$ cat src/rtl/update_y_writer.sv
// Copies NUM_Y result-buffer words into Y SRAM starting at a latched base address.
// Build option Y_WRITE_SAT_EN: saturate (instead of truncate) result data to DATA_W.
module update_y_writer #(
  parameter int DATA_W = 16,
  parameter int ADDR_W = 8,
  parameter int NUM_Y  = 16
) (
  input  logic              clock,
  input  logic              reset,
  input  logic              in_writeYvalEnable,
  input  logic [ADDR_W-1:0] in_yBaseAddr,
  output logic [ADDR_W-1:0] op_resultRdAddr,
  input  logic [DATA_W+3:0] in_resultRdData,
  output logic [ADDR_W-1:0] op_ySramAddr,
  output logic [DATA_W-1:0] op_ySramWrData,
  output logic              op_ySramWrEn,
  output logic              op_updateYwriteDoneFlag,
  output logic [2:0]        op_dbgState
);

  typedef enum logic [2:0] {
    S_IDLE    = 3'd0,
    S_READ    = 3'd1,
    S_WRITE   = 3'd2,
    S_DONE    = 3'd3,
    S_WAITLOW = 3'd4
  } state_t;

  localparam logic [ADDR_W-1:0] LAST_K = ADDR_W'(NUM_Y - 1);

  state_t            r_state, w_next;
  logic [ADDR_W-1:0] r_base, w_base_nxt;
  logic [ADDR_W-1:0] r_wrCnt, w_wrCnt_nxt;
  logic [ADDR_W-1:0] r_rdAddr, w_rdAddr_nxt;
  logic [ADDR_W-1:0] r_ySramAddr, w_ySramAddr_nxt;
  logic [DATA_W-1:0] r_wrData, w_wrData_nxt;
  logic              r_wrEn, w_wrEn_nxt;
  logic              r_done, w_done_nxt;
  logic [DATA_W-1:0] w_narrow;
  logic              w_en;

  assign w_en = in_writeYvalEnable;

`ifdef Y_WRITE_SAT_EN
  logic [4:0] w_upper;
  assign w_upper = in_resultRdData[DATA_W+3:DATA_W-1];
  always_comb begin
    // In range only when the top five bits are all sign copies.
    if ((&w_upper) || !(|w_upper))
      w_narrow = in_resultRdData[DATA_W-1:0];
    else if (w_upper[4])
      w_narrow = {1'b1, {(DATA_W-1){1'b0}}};
    else
      w_narrow = {1'b0, {(DATA_W-1){1'b1}}};
  end
`else
  logic w_unused_hi;
  assign w_unused_hi = ^in_resultRdData[DATA_W+3:DATA_W];
  assign w_narrow    = in_resultRdData[DATA_W-1:0];
`endif

  always_ff @(posedge clock or negedge reset) begin
    if (!reset) begin
      r_state     <= S_IDLE;
      r_base      <= '0;
      r_wrCnt     <= '0;
      r_rdAddr    <= '0;
      r_ySramAddr <= '0;
      r_wrData    <= '0;
      r_wrEn      <= 1'b0;
      r_done      <= 1'b0;
    end else begin
      r_state     <= w_next;
      r_base      <= w_base_nxt;
      r_wrCnt     <= w_wrCnt_nxt;
      r_rdAddr    <= w_rdAddr_nxt;
      r_ySramAddr <= w_ySramAddr_nxt;
      r_wrData    <= w_wrData_nxt;
      r_wrEn      <= w_wrEn_nxt;
      r_done      <= w_done_nxt;
    end
  end

  always_comb begin
    w_next = r_state;
    case (r_state)
      S_IDLE:    if (w_en) w_next = S_READ;
      S_READ:    w_next = w_en ? S_WRITE : S_IDLE;
      S_WRITE: begin
        if (!w_en)                 w_next = S_IDLE;
        else if (r_wrCnt == LAST_K) w_next = S_DONE;
      end
      S_DONE:    w_next = S_WAITLOW;
      S_WAITLOW: if (!w_en) w_next = S_IDLE;
      default:   w_next = S_IDLE;
    endcase
  end

  // Read address runs one ahead of the write counter so read data lines up with each write.
  always_comb begin
    w_base_nxt      = r_base;
    w_wrCnt_nxt     = r_wrCnt;
    w_rdAddr_nxt    = r_rdAddr;
    w_ySramAddr_nxt = r_ySramAddr;
    w_wrData_nxt    = r_wrData;
    w_wrEn_nxt      = 1'b0;
    w_done_nxt      = 1'b0;
    case (r_state)
      S_IDLE: begin
        if (w_en) begin
          w_base_nxt   = in_yBaseAddr;
          w_rdAddr_nxt = '0;
          w_wrCnt_nxt  = '0;
        end
      end
      S_READ: begin
        if (w_en) w_rdAddr_nxt = r_rdAddr + 1'b1;
      end
      S_WRITE: begin
        if (w_en) begin
          w_wrEn_nxt      = 1'b1;
          w_ySramAddr_nxt = r_base + r_wrCnt;
          w_wrData_nxt    = w_narrow;
          w_wrCnt_nxt     = r_wrCnt + 1'b1;
          w_rdAddr_nxt    = r_rdAddr + 1'b1;
        end
      end
      S_DONE:  w_done_nxt = 1'b1;
      default: ;
    endcase
  end

  assign op_resultRdAddr         = r_rdAddr;
  assign op_ySramAddr            = r_ySramAddr;
  assign op_ySramWrData          = r_wrData;
  assign op_ySramWrEn            = r_wrEn;
  assign op_updateYwriteDoneFlag = r_done;
  assign op_dbgState             = r_state;

endmodule

$ cat config.mk
export PLATFORM = sky130hd
export DESIGN_NAME = update_y_writer
export DESIGN_NICKNAME = d
export VERILOG_FILES = /design/src/rtl/update_y_writer.sv
export SDC_FILE = /design/constraint.sdc
export NUM_CORES = 1
export LEC_CHECK = 0
export CELL_PAD_IN_SITES_DETAIL_PLACEMENT = 1
export CELL_PAD_IN_SITES_GLOBAL_PLACEMENT = 2
export CORE_MARGIN = 5
export CORE_UTILIZATION = 30
export CTS_CLUSTER_DIAMETER = 80
export DETAILED_ROUTE_END_ITERATION = 8
export GPL_ROUTABILITY_DRIVEN = 0
export HOLD_SLACK_MARGIN = 0.1
export PLACE_DENSITY = 0.8
export SLEW_MARGIN = 20
export SYNTH_ARGS = -nofsm -noshare
export SYNTH_HDL_FRONTEND = slang
export SYNTH_SLANG_ARGS = --single-unit
$ cat constraint.sdc
create_clock -name clock -period 1.9 [get_ports clock]
set_input_delay 0.285 -clock clock [delete_from_list [all_inputs] [get_ports clock]]
set_output_delay 0.285 -clock clock [all_outputs]
set_load 0.02 [all_outputs]
Yosys cells after proc, flatten, opt, wreduce, memory -nomap -nowiden
Cells that the tools add are included.

Logic and storage cells: 44. Input port bits: 31. Bits in registers: 53. Output and inout port bits: 37.

Reductions and logical operators: 9. Add/subtract/negate cells: 3. Equality and inequality tests: 10. Multiplexer cells: 14.

Operator list (count): $pmux 8 s2 (2); $mux 8 (3); $add 8x1->8 const B (2); $pmux 3 s5 (1); $mux 3 (4); $reduce_and 3->1 (3); $add 8x8->8 (1); $eq 8x4->1 const B (1); $eq 3x2->1 const B (2); $ne 2x2->1 const B (3); $reduce_and 2->1 (2); $reduce_bool 2->1 (2); $eq 3x1->1 const B (1); $eq 3x3->1 const B (1); $logic_not 3->1 (1); $mux 1 (3); $ne 3x3->1 const B (1); $mux 2 (1); $ne 2x1->1 const B (1); $reduce_or 2->1 (1).

Longest topological paths before layout
Depth in word-level cells: 4. Mapped depth: 7. Mapped depth without buffers: 7.

Worst setup path before layout
OpenSTA, ideal clock, no wires.

Path kind: flip-flop to flip-flop. Start: register r_wrCnt[0]. End: register r_ySramAddr[6], in the netlist op_ySramAddr[6]. Library setup time: 0.069 ns. Clock period less this slack: 1.749 ns. Setup slack: 0.151 ns. Data required time: 1.831 ns. Data arrival time: 1.680 ns. Path buffers: 0. Stages on the path, launching flop included: 8. Cells stage by stage: dfrtp_1 ha_1 inv_1 fa_1 nor2b_1 o31a_1 or4_1 nand3_1.

Word-level cells in the longest chain between the ends: 1.

Ends and longest elaborated chain: start, declared (line 33) `logic [ADDR_W-1:0] r_wrCnt, w_wrCnt_nxt;`; start signal, assigned (line 75) `r_wrCnt <= w_wrCnt_nxt;`; $add 8x8->8 (line 122) `w_ySramAddr_nxt = r_base + r_wrCnt;`; end signal, assigned (line 77) `r_ySramAddr <= w_ySramAddr_nxt;`; end, declared (line 35) `logic [ADDR_W-1:0] r_ySramAddr, w_ySramAddr_nxt;`.

No other way between the ends. A chain may end at the register's enable or synchronous reset.

Worst setup path after layout
Start: register r_base[0]. End: register r_ySramAddr[6], in the netlist op_ySramAddr[6].

Word-level cells in the longest chain between the ends: 1.

Ends and longest elaborated chain: start, declared (line 32) `logic [ADDR_W-1:0] r_base, w_base_nxt;`; start signal, assigned (line 74) `r_base <= w_base_nxt;`; $add 8x8->8 (line 122).

No other way between the ends.

==> results.txt <==
Setup slack after layout -> 0.110 ns
Post-route ant nets -> 0
Die Area -> 0.0102 sq mm
Top-area cell type share of the netlist area -> 53.4%
Number of global-route vias before repair -> 2,172
RSZ-0062 raised after global routing -> no
Layout cells sized above 1 -> 15.7%
DRC viols -> 0
Largest net degree at the start of global routing -> 54
Root Buffer -> clkbuf_8
CORE AREA -> 0.00813 sq mm
Fin. max-slew vios -> 0
CTS tree -> done
Die width -> 101 um
Io pins -> 68
Critical Path RT -> 2.15 ns
Clk sinks -> 53
Met2 WL -> 3180 um
Status -> finished clean
Worst min-delay path startpoint -> op_ySramAddr[2]$_DFFE_PN0P_
Setup TNS -> 0 ns
Post-synth EDFFs -> 0
Hold Path Class -> reg -> reg
Hold Path Depth -> 2
Dominant cell type by area after synthesis -> dfrtp_1
First-pass GRT wire length -> 10,900 um
Total grt overflow -> 0
GRT Util Overall -> 13.4%
TritonCTS Buffers -> 5
RR Startpoint -> r_base[0]$_DFFE_PN0P_
Met3 wire len -> 336 um
Yosys Warn Count -> 0
Leak -> 1.52 nW
Row count -> 33
Uppermost layer routed -> met4
Syn_area_per_cell -> 10.7 sq um
Nets -> 353
Most frequent cells in the layout -> clkdlybuf4s50_1 (62), dfrtp_1 (53), nand2_1 (39), mux2_2 (18), nor2_1 (16)
Finished Cell Area -> 0.00349 sq mm
CTS Buffer Depth -> 2
FF+latch count, synth -> 53
Post-synthesis async set-or-reset flop share -> 100%
Worst skew pair latency -> 0.31 ns
H-tree depth -> 2
I/O Buffers -> 63
# diodes -> 0
Setup crit start -> r_base[0]$_DFFE_PN0P_
Fin. Hold Viols -> 0
DRT met1 WL -> 2740 um
Worst Setup End Kind -> register
Post-layout util -> 42.9%
Most common cell after layout, fill and taps aside -> clkdlybuf4s50_1
Synth area leaders -> dfrtp_1 (53%), mux2_2 (8.2%), nand2_1 (5.9%), ha_1 (4.5%), o21ai_0 (2.8%)
Critical path class -> reg -> reg
Final Skew -> 0.00671 ns
Cell Area, Placed -> 0.00336 sq mm
Post-CTS setup buffers -> 0
Non-filler instance count after layout -> 418
Least-Margin Pin Slew -> 0.422 ns
Seq/Total Area, Yosys -> 53.4%
Netlist cell types -> 39
Clk slew on worst S/H paths -> 0.10 ns
Slew HR -> 71.6%
Dpl cells -> 409
R2R depth -> 7
Syn Nets -> 273
Vias/cell -> 4.77
Largest vdd supply drop -> 431 uV
Initial antenna violation count -> 0
Main synth FF type -> dfrtp_1
Fmax achieved -> 559 MHz
Pre-CTS worst setup slack -> -0.0735 ns
Average wire per standard cell -> 15.1 um
Initial DRC count -> 49
Layout area overhead -> 40.4%
Syn Std Cell Area -> 0.00248 sq mm
Period utilization -> 94.2%
DP HPWL -> 4720 um
Drt pass-1 iters -> 4
Vias -> 1,993
CP Max Fanout -> 3
Endpoints failing setup -> 0
Initial Util -> 30.5%
Pwr per Cell Area -> 1300 mW/mm^2
Die Span Y -> 101 um
Startpoint types -> register
Tmin final -> 1.79 ns
WL final -> 6310 um
Synth Instances -> 232
Critical path arrival -> 2.04 ns
Number of max-cap violations -> 0
[sequential cells by signal (all words and copies together), names as in the netlist]
register / count
op_ySramWrData: 16
op_ySramWrEn: 1
op_dbgState: 3
r_base: 8
r_wrCnt: 8
op_updateYwriteDoneFlag: 1
op_resultRdAddr: 8
op_ySramAddr: 8
[power by group]
group	total, W	internal [W]	switching [W]
Sequential	0.00175	0.00151	0.000239
Combinational	0.00199	0.000995	0.000991
Clock	0.000792	0.000396	0.000396
Total	0.00453	0.00290	0.00163
[worst max-delay path, cell delays in order (launching register included)]
cell and delay [ns]:
dfrtp_1 0.40, ha_2 0.20, inv_2 0.06, fa_2 0.20, nor2b_1 0.05, o31a_1 0.27
or4_1 0.47, nand3_1 0.09
[routing by layer]
layer,global-route usage (%),vias up
met5,0,-
met4,3.07,0
met3,2.98,4
met2,23.4,43
met1,16.9,978
li1,-,968
[logic make-up after synthesis]
family	count (synthesis)	synth area share (%)
buffers and inverters	14	2.32
flip-flops	53	53.4
adder cells (fa/ha/maj)	10	5.34
AND/OR/NAND/NOR	89	17.2
AO/OA/AOI/OAI	36	9.27
XOR/XNOR	11	3.88
multiplexers	19	8.56
[cells in the mapped netlist, types with 2 or more instances]
master	instances
xnor2_1	5
inv_1	7
buf_2	4
ha_1	9
clkbuf_1	3
nor2_1	16
mux2_2	18
nand2b_1	3
a21o_1	3
nor4_1	3
or4_1	2
o21ai_0	14
o21bai_1	2
nand4_1	3
nand4bb_1	2
nor3_1	6
xor2_1	6
a211oi_1	4
dfrtp_1	53
nand2_1	39
nand3_1	5
or3_1	2
nor2b_1	2
nor3b_1	3
a21oi_1	4
[worst paths after layout]
path / end / slack (ns)
setup reg to reg: op_ySramAddr[6]$_DFFE_PN0P_ / 0.11
hold reg to reg: op_ySramAddr[2]$_DFFE_PN0P_ / 0.48
min in group asynchronous: op_ySramAddr[1]$_DFFE_PN0P_ / 0.50
setup / recovery: op_ySramAddr[6]$_DFFE_PN0P_ / 0.11
hold / removal: op_ySramAddr[2]$_DFFE_PN0P_ / 0.48
max in group asynchronous: op_ySramWrData[10]$_DFFE_PN0P_ / 1.15
[repair_timing]
action | CTS | global route
hold buffers | 1 | 0
endpoints found under the setup margin | 0 | 1
endpoints found under the hold margin | 53 | 0
resized for setup | 0 | 3
[area by class of cell]
cell class	count	area, sq um
Clock buffer	5	68.8
Inverter	7	26.3
Timing Repair Buffer	80	781
Sequential cell	53	1330
Fill cell	920	4650
Tap cell	105	131
Multi-Input combinational cell	165	1110
Clock inverter	3	43.8
[metrics by stage]
stage,total power [W],hold slack [ns]
5_1_grt,0.00485,0.503
4_1_cts,0.00461,0.490
2_1_floorplan,0.00280,-0.0106
3_3_place_gp,0.00372,0.309
3_5_place_dp,0.00381,0.304
6_report,0.00453,0.484
Power figures use the tool's default switching activity.
